<file path="config.mk">
export PLATFORM = sky130hd
export DESIGN_NAME = seq_shift_add_mult_flat
export DESIGN_NICKNAME = d
export VERILOG_FILES = /design/src/rtl/seq_shift_add_mult_if.sv /design/src/rtl/seq_shift_add_mult.sv /design/src/flat_wrapper.sv
export SDC_FILE = /design/constraint.sdc
export NUM_CORES = 1
export LEC_CHECK = 0
export ABC_AREA = 1
export BUFFER_PORTS_ARGS = -buffer_cell sky130_fd_sc_hd__buf_2
export CORE_MARGIN = 3
export CORE_UTILIZATION = 55
export CTS_CLUSTER_SIZE = 40
export DETAILED_ROUTE_END_ITERATION = 6
export PLACE_DENSITY = 0.83
export SYNTH_ARGS = -nofsm -noshare
export SYNTH_HDL_FRONTEND = slang
export SYNTH_SLANG_ARGS = --single-unit
</file>
<file path="constraint.sdc">
create_clock -name clock -period 5.8 [get_ports clock]
set_input_delay 0 -clock clock [delete_from_list [all_inputs] [get_ports clock]]
set_output_delay 0 -clock clock [all_outputs]
set_load 0.02 [all_outputs]
</file>
<file path="src/rtl/seq_shift_add_mult_if.sv">
// Operand/result handshake bundle for the shift-and-add multiplier.
// The master side issues operands and consumes the product; the slave side is the multiplier.
interface seq_shift_add_mult_if #(
  parameter int WIDTH = 16
);
  logic                 in_valid;
  logic                 in_ready;
  logic [WIDTH-1:0]     a;
  logic [WIDTH-1:0]     b;
  logic                 out_valid;
  logic                 out_ready;
  logic [2*WIDTH-1:0]   product;
  logic                 busy;

  modport master (
    output in_valid,
    output a,
    output b,
    output out_ready,
    input  in_ready,
    input  out_valid,
    input  product,
    input  busy
  );

  modport slave (
    input  in_valid,
    input  a,
    input  b,
    input  out_ready,
    output in_ready,
    output out_valid,
    output product,
    output busy
  );
endinterface

</file>
<file path="src/rtl/seq_shift_add_mult.sv">
// Multi-cycle unsigned shift-and-add multiplier.
// One conditional add of the multiplicand into the upper half of the partial
// product per cycle, followed by a right shift that carries the adder's
// carry-out into the MSB. Always takes WIDTH iterations, no early exit.
module seq_shift_add_mult #(
  parameter int WIDTH = 16
) (
  input  logic                 clock,
  input  logic                 reset,
  seq_shift_add_mult_if.slave  bus
);

  localparam int CNT_W = (WIDTH > 1) ? $clog2(WIDTH) : 1;

  typedef enum logic [1:0] {
    IDLE = 2'd0,
    BUSY = 2'd1,
    DONE = 2'd2
  } state_t;

  state_t               state;
  state_t               state_nxt;

  logic [WIDTH-1:0]     mcand;
  logic [WIDTH-1:0]     acc_hi;
  logic [WIDTH-1:0]     acc_lo;
  logic [CNT_W-1:0]     count;
  logic [2*WIDTH-1:0]   product_r;

  logic [WIDTH:0]       sum;
  logic [2*WIDTH-1:0]   shifted;
  logic                 last_iter;

  // Conditional add of the multiplicand; the extra MSB keeps the carry-out.
  function automatic logic [WIDTH:0] add_step(
    input logic [WIDTH-1:0] hi,
    input logic [WIDTH-1:0] md,
    input logic             sel
  );
    logic [WIDTH:0] addend;
    addend   = sel ? {1'b0, md} : '0;
    add_step = {1'b0, hi} + addend;
  endfunction

  // Partial-product step: add, then shift {sum, acc_lo} right by one.
  always_comb begin
    sum       = add_step(acc_hi, mcand, acc_lo[0]);
    shifted   = {sum, acc_lo[WIDTH-1:1]};
    last_iter = (count == CNT_W'(WIDTH - 1));
  end

  // State register.
  always_ff @(posedge clock) begin
    if (reset) state <= IDLE;
    else       state <= state_nxt;
  end

  // Next-state and handshake outputs decoded from the current state.
  always_comb begin
    state_nxt     = state;
    bus.in_ready  = 1'b0;
    bus.busy      = 1'b0;
    bus.out_valid = 1'b0;
    case (state)
      IDLE: begin
        bus.in_ready = 1'b1;
        if (bus.in_valid) state_nxt = BUSY;
      end
      BUSY: begin
        bus.busy = 1'b1;
        if (last_iter) state_nxt = DONE;
      end
      DONE: begin
        bus.out_valid = 1'b1;
        if (bus.out_ready) state_nxt = IDLE;
      end
      default: state_nxt = IDLE;
    endcase
  end

  // Operand capture, iteration and result registers; all cleared by reset.
  always_ff @(posedge clock) begin
    if (reset) begin
      mcand     <= '0;
      acc_hi    <= '0;
      acc_lo    <= '0;
      count     <= '0;
      product_r <= '0;
    end else begin
      case (state)
        IDLE: begin
          if (bus.in_valid) begin
            mcand  <= bus.a;
            acc_hi <= '0;
            acc_lo <= bus.b;
            count  <= '0;
          end
        end
        BUSY: begin
          {acc_hi, acc_lo} <= shifted;
          count            <= count + 1'b1;
          if (last_iter) product_r <= shifted;
        end
        default: ;
      endcase
    end
  end

  // product holds its last completed value until overwritten or reset.
  assign bus.product = product_r;

endmodule

</file>
<file path="src/flat_wrapper.sv">
// flat-port wrapper written by rule: the top's interface ports become plain ports
module seq_shift_add_mult_flat 
#(
  parameter int WIDTH = 16
)
  (clock, reset, bus_in_valid, bus_a, bus_b, bus_out_ready, bus_in_ready, bus_out_valid, bus_product, bus_busy);
  seq_shift_add_mult_if #(.WIDTH(WIDTH)) bus_i ();
  input  logic clock;
  input  logic reset;
  input wire logic [$bits(bus_i.in_valid)-1:0] bus_in_valid;
  input wire logic [$bits(bus_i.a)-1:0] bus_a;
  input wire logic [$bits(bus_i.b)-1:0] bus_b;
  input wire logic [$bits(bus_i.out_ready)-1:0] bus_out_ready;
  output wire logic [$bits(bus_i.in_ready)-1:0] bus_in_ready;
  output wire logic [$bits(bus_i.out_valid)-1:0] bus_out_valid;
  output wire logic [$bits(bus_i.product)-1:0] bus_product;
  output wire logic [$bits(bus_i.busy)-1:0] bus_busy;
  assign bus_i.in_valid = bus_in_valid;
  assign bus_i.a = bus_a;
  assign bus_i.b = bus_b;
  assign bus_i.out_ready = bus_out_ready;
  assign bus_in_ready = bus_i.in_ready;
  assign bus_out_valid = bus_i.out_valid;
  assign bus_product = bus_i.product;
  assign bus_busy = bus_i.busy;
  seq_shift_add_mult #(.WIDTH(WIDTH)) u_core (.clock(clock), .reset(reset), .bus(bus_i));
endmodule
</file>
==> flow_summary_export.csv <==
group,metric,value,unit
run_status,outcome,"finished, final reports clean",
place,gp_routability_congestion,0.921,
hold_path,holdPathStages,5,
logic_synthesis,postSynthCellCount,632,
route,route.detailed.drc,0,
run,maxCapViolCount,0,
clocking,clock_tree.root_cell,"clkbuf_8",
worst_setup_path,worstPathCellList,"nand2_1 -> inv_1 -> ha_1 -> inv_1 -> fa_1 -> inv_1 -> nand2_1 -> nand3_1 -> nand2_1 -> nand2_1 -> nand2_1 -> nand2_1 -> nand2_1 -> nand2_1 -> inv_1",
place,hpwlAfterDp,6980,um
power,p_seq_frac,0.515,
logic_synthesis,synth_top_cell_by_area,"dfxtp_1",
hold_path,hold_start,"bus_b[0]",
power,power.density,228,mW/mm^2
logic_synthesis,synth_top_cell_area_share,0.384,
route,postRouteAntennaNets,0,
timing,final.setup_skew,9.79,ps
logic_synthesis,netlist_area_before_placement,0.00449,sq mm
worst_setup_path,timing.critical_path.mode_cell,"nand2_1",
worst_setup_path,r2r.worst_path.cells,15,
power,power_report.internal_total,875,uW
logic_synthesis,mean_area_per_synthesized_cell,7.10,sq um
clocking,cts-buffers-inserted,9,
clocking,clock_tree.htree_level_count,3,
place,placement.cell_area,0.00479,sq mm
route,firstDrtPassIters,5,
route,post_drt_wl_per_cell,13.0,um
clocking,clockBufferDepth,2,
worst_setup_path,worst-setup-path-type,"reg2reg",
logic_synthesis,postSynthRegisterBits,86,
worst_setup_path,worstPathMaxFanout,17,
final_layout,post-route-util,0.682,
timing,setup_repair_after_global_routing_missed_its_margin,"false",
route,route.final.wire_length,10700,um
logic_synthesis,yosys_warnings,0,
global_route,maximum_number_of_pins_on_one_net_before_global_route_repair,68,
final_layout,final_design_area_no_fill,0.00532,sq mm
hold_path,timing.hold.worst.class,"in2reg",
clocking,tritoncts,"yes",
clocking,path_clk_slew,90,ps
die,coreArea,0.00781,sq mm
hold_path,hold_end,"u_core.acc_lo[0]$_SDFFE_PP0P_",
timing,worstMarginPinSlew,1190,ps
final_layout,synthToLayoutAreaGrowth,18.7,%
timing,finalMaxSlewViolations,0,
logic_synthesis,synthesis.nets,686,
worst_setup_path,cp_slowest_stage_delay,630,ps
worst_setup_path,slowest_stage,"dfxtp_1",
route,vias_per_cell,5.13,
final_layout,mostFrequentLayoutCells,"nand2_1, nor2_1, inv_1",
final_layout,layout_commonest_cell,"nand2_1",
die,placement_rows,32,
power,p_sw,340,uW
timing,fin_crit,2310,ps
global_route,grt_usage,0.237,
global_route,gr-total-overflow,0,
route,drtIter0Drc,184,
route,vias,4223,
place,io_port_bufs,70,
timing,report.final.setup_viol,0,
clocking,cts_num_sinks,86,
timing,min_period_over_period,0.398,
logic_synthesis,synth_area_leaders,"dfxtp_1, nand2_1, nor2_1",
clocking,clk-insertion-delay-late,360,ps
power,p_leak,0.00270,uW
final_layout,multi_input_comb_area,0.00219,sq mm
power,ir_drop,0.142,mV
power,power_frac_comb,0.115,
worst_setup_path,worst-endpoint-required,6070,ps
worst_setup_path,critPathArrivalTime,2580,ps
global_route,first_global_vias,4028,
final_layout,num-fill-cells,659,
timing,worst_case_headroom_to_the_max_slew_limit,0.205,
worst_setup_path,critical_path.reg2reg.endpoint,"u_core.bus.product[29]$_SDFFE_PP0P_",
power,power_switching_share,0.280,
die,io-pin-count,71,
die,start_util,0.575,
final_layout,drive_above_1_share,0.159,
worst_setup_path,r2r-start,"u_core.acc_lo[0]$_SDFFE_PP0P_",
global_route,grt_antenna_before_repair,0,
die,die-width,96.3,um
logic_synthesis,yosys_cell_types,32,
final_layout,antenna_cells_inserted,0,
logic_synthesis,sequential_element_share_of_the_synthesized_area,0.384,
die,dieHeight,96.3,um
worst_setup_path,flop_to_flop_setup_slack,3490,ps
worst_setup_path,worst_setup_path_end_kind,"flip-flop",
timing,final_hold_viol_count,0,
final_layout,fin_nets,771,
power,clock_power_share,0.371,
timing,max_freq,433,MHz
timing,setup_total_neg_slack,0,ps
worst_setup_path,cp-start-kind,"flip-flop",
die,die_area,0.00928,sq mm
global_route,grt_pass1_wl,17500,um
final_layout,regArea,0.00172,sq mm
clocking,buffers_inserted_during_post_cts_setup_optimization,0,
worst max-delay path by stage:
stage	end	slack, ps	startpoint
floorplan	u_core.bus.product[27]$_SDFFE_PP0P_	3560	u_core.acc_lo[0]$_SDFFE_PP0P_
global placement	u_core.acc_hi[15]$_SDFFE_PP0P_	3600	u_core.acc_lo[0]$_SDFFE_PP0P_
detailed placement	u_core.acc_hi[15]$_SDFFE_PP0P_	3500	u_core.acc_lo[0]$_SDFFE_PP0P_
CTS	u_core.acc_hi[15]$_SDFFE_PP0P_	3500	u_core.acc_lo[0]$_SDFFE_PP0P_
global route	u_core.bus.product[27]$_SDFFE_PP0P_	3230	u_core.acc_lo[0]$_SDFFE_PP0P_
finish	u_core.bus.product[29]$_SDFFE_PP0P_	3490	u_core.acc_lo[0]$_SDFFE_PP0P_
layout make-up:
| class | count | share of cell area |
|---|---|---|
| Clock inverter | 7 | 0.0169 |
| Timing Repair Buffer | 103 | 0.127 |
| Tap cell | 102 | 0.0240 |
| Inverter | 103 | 0.0729 |
| Multi-Input combinational cell | 414 | 0.412 |
| Clock buffer | 9 | 0.0233 |
| Sequential cell | 86 | 0.323 |
layer usage:
metal | track usage | part of all wire | up-vias
li1 | - | - | 2171
met4 | 0.0479 | 0.011 | 0
met2 | 0.437 | 0.49 | 130
met1 | 0.281 | 0.44 | 1906
met3 | 0.0493 | 0.060 | 16
met5 | 0 | 0 | -
logic make-up after synthesis:
kind of cell,after synthesis,synth area share
adder cells (fa/ha/maj),18,0.0519
AND/OR/NAND/NOR,274,0.247
AO/OA/AOI/OAI,115,0.177
XOR/XNOR,7,0.0137
buffers and inverters,132,0.127
flip-flops,86,0.384
what timing repair did:
item / in CTS / in global routing
resized for setup: 0 / 0
hold endpoints to repair: 32 / 0
hold buffers: 32 / 0
metrics by stage:
stage	hold WS (ps)	instances	total power [uW]	setup WS, ps
2_1_floorplan	135	632	728	3560
3_3_place_gp	221	776	755	3600
3_5_place_dp	228	776	759	3500
4_1_cts	120	824	1230	3500
5_1_grt	164	824	1270	3230
6_report	142	824	1220	3490
cell usage after synthesis:
library cell,number
a211oi_1,30
buf_1,2
clkbuf_1,9
buf_4,2
o21ai_0,31
clkinv_2,1
nor3_4,1
xnor2_1,3
nand2_2,2
nor2_1,99
inv_2,3
xor2_1,4
fa_1,1
a211oi_2,17
nor2_4,3
o21bai_1,1
inv_1,98
clkinv_1,1
or2_2,1
nand4_1,1
nand2_1,141
buf_2,10
a21oi_1,32
or2_0,2
nand3_1,20
nor3_1,4
buf_8,2
buf_6,4
a221oi_1,1
a21o_1,3
ha_1,17
dfxtp_1,86
state kept, by name, indices dropped and copies added (netlist names):
name / flops
u_core.state: 2
u_core.count: 4
u_core.acc_hi: 16
u_core.acc_lo: 16
u_core.mcand: 16
u_core.bus.product: 32
worst max-delay path, delay by kind of cell (launching register included):
kind	cells	cell delay [ps]
adder cells (fa/ha/maj)	2	550
buffers and inverters	4	270
AND/OR/NAND/NOR	9	770
flip-flops	1	630
power groups by stage:
stage | clock network [uW] | registers (uW) | logic [uW]
after floorplan | 0 | 634 | 93.7
after global placement | 0 | 638 | 117
after detailed placement | 0 | 639 | 120
after CTS | 462 | 625 | 138
after global routing | 482 | 629 | 156
final | 450 | 626 | 139
No activity file was read; power rests on OpenSTA's default activity.
